==> src/rtl/dot_product_accumulator.sv <==
// Signed 64-bit dot-product accumulator fed by an upstream multiplier.
// Define DOT_ACC_SAT_EN to saturate on overflow instead of wrapping.
module dot_product_accumulator #(
  parameter int LEN_W = 8
) (
  input  logic             clk,
  input  logic             rst_n,
  input  logic             start,
  input  logic [LEN_W-1:0] len,
  input  logic [63:0]      prod_in,
  input  logic             prod_valid,
  output logic [63:0]      acc_out,
  output logic             out_valid,
  input  logic             out_ready,
  output logic             ovf,
  output logic             busy
);

  typedef enum logic [1:0] {
    IDLE  = 2'd0,
    ACCUM = 2'd1,
    DONE  = 2'd2
  } state_e;

  localparam logic [63:0] SMAX = 64'h7FFF_FFFF_FFFF_FFFF;
  localparam logic [63:0] SMIN = 64'h8000_0000_0000_0000;

  state_e           state_q, state_d;
  logic [63:0]      acc_q, acc_d;
  logic [LEN_W-1:0] cnt_q, cnt_d;
  logic             ovf_q, ovf_d;

  logic [63:0] sum;
  logic [63:0] add_res;
  logic        add_ovf;
  logic        accept;
  logic        last;

  assign sum     = acc_q + prod_in;
  assign add_ovf = (acc_q[63] == prod_in[63]) &&
                   (sum[63] != acc_q[63]);

`ifdef DOT_ACC_SAT_EN
  // Clamp toward the sign of the operands on overflow
  assign add_res = add_ovf ? (acc_q[63] ? SMIN : SMAX) : sum;
`else
  assign add_res = sum;
`endif

  // cnt guard keeps the counter from ever wrapping below zero
  assign accept = (state_q == ACCUM) && prod_valid &&
                  (cnt_q != '0);
  assign last   = accept && (cnt_q == LEN_W'(1));

  // State register
  always_ff @(posedge clk or negedge rst_n) begin
    if (!rst_n) state_q <= IDLE;
    else        state_q <= state_d;
  end

  // Next-state logic
  always_comb begin
    state_d = state_q;
    unique case (state_q)
      IDLE: begin
        if (start)
          state_d = (len == '0) ? DONE : ACCUM;
      end
      ACCUM: begin
        if (last) state_d = DONE;
      end
      DONE: begin
        if (out_ready) state_d = IDLE;
      end
      default: state_d = IDLE;
    endcase
  end

  // Datapath next-state: clear on start, add on accepted product
  always_comb begin
    acc_d = acc_q;
    cnt_d = cnt_q;
    ovf_d = ovf_q;
    if ((state_q == IDLE) && start) begin
      acc_d = '0;
      ovf_d = 1'b0;
      cnt_d = len;
    end else if (accept) begin
      acc_d = add_res;
      cnt_d = cnt_q - LEN_W'(1);
      ovf_d = ovf_q | add_ovf;
    end
  end

  // Datapath registers
  always_ff @(posedge clk or negedge rst_n) begin
    if (!rst_n) begin
      acc_q <= '0;
      cnt_q <= '0;
      ovf_q <= 1'b0;
    end else begin
      acc_q <= acc_d;
      cnt_q <= cnt_d;
      ovf_q <= ovf_d;
    end
  end

  // Outputs decoded from registered state only
  always_comb begin
    out_valid = (state_q == DONE);
    busy      = (state_q != IDLE);
    acc_out   = acc_q;
    ovf       = ovf_q;
  end

endmodule

==> config.mk <==
export PLATFORM = sky130hd
export DESIGN_NAME = dot_product_accumulator
export DESIGN_NICKNAME = d
export VERILOG_FILES = /design/src/rtl/dot_product_accumulator.sv
export SDC_FILE = /design/constraint.sdc
export NUM_CORES = 1
export LEC_CHECK = 0
export ABC_AREA = 1
export BUFFER_PORTS_ARGS = -buffer_cell sky130_fd_sc_hd__buf_2
export CORE_MARGIN = 2
export CORE_UTILIZATION = 55
export CTS_CLUSTER_DIAMETER = 60
export CTS_CLUSTER_SIZE = 10
export DETAILED_ROUTE_END_ITERATION = 6
export GPL_ROUTABILITY_DRIVEN = 0
export PLACE_DENSITY_LB_ADDON = 0.25
export SLEW_MARGIN = 20
export SYNTH_ARGS = -nofsm -noshare
export SYNTH_HDL_FRONTEND = slang
export SYNTH_SLANG_ARGS = --single-unit
==> constraint.sdc <==
create_clock -name clk -period 4.5 [get_ports clk]
set_input_delay 0.225 -clock clk [delete_from_list [all_inputs] [get_ports clk]]
set_output_delay 0.225 -clock clk [all_outputs]
set_load 0.03 [all_outputs]
==> results.py <==
metrics = {
    "outcome": {
        "outcome": "finished with violations",
        "violations": "design-rule violations",
    },
    "clocking": {
        "post_cts.repair.setup_buffers": 0,
        "cts_sinks": 75,
        "cts_hold_buf": 0,
        "clk_latency_ns": 0.37,
        "h-tree-depth": 3,
        "cts_resized": 0,
        "cts_tree": "yes",
        "cts_made_buffers": 9,
        "root_buffer": "clkbuf_16",
        "clock_path_buffers": 2,
        "path_clk_slew_ns": 0.07,
    },
    "placement": {
        "port_buffers": 143,
        "pre_cts_ws_ns": 1.611,
        "hpwlAfterDp_mm": 20.30,
    },
    "global_route": {
        "grt_pass1_wl_mm": 41.03,
        "overflow": 0,
        "antenna_found_initial": 0,
        "grt_pass1_vias": 8467,
        "grtUsageTotal_pct": 32.35,
        "grt_start_max_net_pins": 76,
    },
    "worst_setup_path": {
        "endpoint_kind": "register",
        "crit_fanout": 65,
        "r2r-start": "cnt_q[0]",
        "worstSetupEndpoint": "cnt_q[5]",
        "worst_ep_arrival_time_ns": 3.28,
        "path_class": "register to register",
        "reg2reg_to": "cnt_q[5]",
        "r2r_slack_ns": 1.46,
        "reg2reg_depth": 8,
        "critPathLaunchType": "register",
        "startpoint": "cnt_q[0]",
        "crit_required_ns": 4.74,
    },
    "sta": {
        "min_period_ns": 3.038,
        "setup_viol": 0,
        "setup_tns_ns": 0,
        "rsz0062_at_grt": "no",
        "drv_slew": 0,
        "fin_ws_ns": 1.462,
        "relSlewSlack_pct": 36.62,
        "worstMarginPinSlew_ns": 0.9508,
        "max_freq_mhz": 329.2,
        "skew_ns": 0.008683,
        "period_share_pct": 67.51,
        "hold_viol": 0,
    },
    "synth": {
        "yosys_warnings": 0,
        "yosysSeqAreaShare_pct": 23.28,
        "ys_async_sr_fraction_pct": 100.0,
        "synthesis.nets": 1508,
        "yosysMostFrequentCell": "nand2_1",
        "syn_avg_cell_area_um2": 5.909,
        "syn-cell-area_mm2": 0.008060,
        "synth_top_cell_by_area": "dfrtp_1",
        "synth_edf_count": 0,
        "synth_seq_cells": 75,
        "synthCells": 1364,
        "synth.area.top_cells": "dfrtp_1, nand2_1, ha_1",
        "synth_top_area_share_pct": 23.28,
        "synth_ff_type": "dfrtp_1",
        "ys_top_cells_by_count": "nand2_1, inv_1, nor2_1",
        "synth_cell_types": 43,
    },
    "drt": {
        "via_count": 9276,
        "drt_iter0_markers": 1030,
        "ant_nets": 0,
        "drc": 2,
        "first_pass_iters": 7,
        "wl_per_cell_um": 14.90,
        "vias_per_cell": 5.476,
        "routed_wl_mm": 25.25,
    },
    "power": {
        "finalPower_mw": 5.989,
        "combPwrFrac_pct": 67.3,
        "leakagePower_nw": 5.144,
        "p_switching_mw": 3.373,
        "p_int_mw": 2.617,
        "power_density_mw_per_mm2": 650.0,
        "clockPowerShare_pct": 13.0,
        "seq_power_share_pct": 19.7,
        "ir_drop_uv": 399.9,
        "switching_share_pct": 56.31,
    },
    "layout": {
        "area_growth_pct": 14.31,
        "register_area_mm2": 0.001877,
        "multi_input_area_mm2": 0.005319,
        "fillers": 1468,
        "antenna_cells": 0,
        "drive_gt1_share_pct": 13.58,
        "layout.nets": 1649,
    },
    "floorplanning": {
        "rows": 44,
        "ios": 144,
        "fp.dieH_um": 125.1,
        "start_util_pct": 55.88,
        "core_mm2": 0.01442,
        "dieArea_mm2": 0.01564,
        "die_w_um": 125.1,
    },
    "hold_path": {
        "min_path_type": "primary input to async pin",
    },
    "flow_run": {
        "maxCapViolations": 0,
    },
}
-- per-stage QoR --
stage               util, %  cell area, um2  hold slack (ns)  std cells
floorplan                 -            8060         -0.07059       1364
global placement      61.75            8906           0.4143       1678
detailed placement    61.75            8906           0.4332       1678
CTS                   63.87            9213          0.05683       1694
global route          63.88            9214          0.04853       1694
finish                63.88            9214         0.006050       1694
-- layout by cell type (no fill, tap or decap), drive strengths merged, types with 3 or more instances in the layout --
cell type	Yosys	final
xnor2	4	4
a21oi	108	108
o21ai	78	78
dfrtp	75	75
o221ai	4	4
inv	200	203
xor2	4	4
o21bai	18	18
nand3	71	71
buf	14	144
nor3	12	12
nand4	6	6
clkbuf	0	9
and2	4	4
nand2	503	503
nand3b	10	10
clkinv	1	3
nor4	5	5
ha	66	66
nor2	168	168
-- layer usage --
metal	GRT usage, %	wire length, um	share of wire (%)	up-vias
li1	-	-	-	4616
met1	46.84	11320	45	4117
met2	47.28	10320	41	480
met3	6.889	2766	11	63
met4	12.48	840	3.3	0
met5	0	0	0	-
-- cell families (layout without fill, tap and decap cells) --
| kind of cell | Yosys count | count (layout) | synth area share [%] |
|---|---|---|---|
| flops | 75 | 75 | 23.28 |
| xor+xnor | 8 | 8 | 0.8692 |
| buf+inv | 215 | 361 | 10.73 |
| compound gates | 218 | 218 | 14.76 |
| simple gates | 781 | 781 | 39.86 |
| fa+ha+maj | 67 | 67 | 10.49 |
-- power groups by stage --
stage	Combinational (mW)	Sequential [mW]	Clock (mW)
finish	4.03	1.18	0.778
global route	4.45	1.22	0.820
CTS	3.94	1.18	0.777
detailed placement	3.91	1.19	0
global placement	3.85	1.18	0
floorplan	2.50	1.59	0
-- how the worst min path moves through the flow --
stage | to | cells past startpoint
global route | state_q[1] | 2
global placement | state_q[1] | 2
CTS | acc_out[21] | 1
floorplan | acc_out[0] | 0
detailed placement | state_q[1] | 2
finish | acc_out[22] | 1
-- cell type report --
type | count | share of cell area, %
multi-input combinational | 1074 | 57.73
clock buffer | 9 | 2.444
timing repair buffer | 144 | 7.876
clock inverter | 7 | 0.8827
inverter | 201 | 8.202
sequential | 75 | 20.37
tap | 184 | 2.499
-- registers in the layout (all words and copies together), names as in the netlist --
name     cells
cnt_q        8
state_q      2
ovf          1
acc_out     64
-- critical path, cell delays in order (launching register included) --
cell	delay (ns)
dfrtp_1	0.35
inv_1	0.10
ha_1	0.21
nand2_1	0.08
nand3_2	0.53
nand2_4	0.34
clkinv_2	0.76
o22ai_1	0.39
o21ai_0	0.13
No activity file was read; power rests on OpenSTA's default activity.
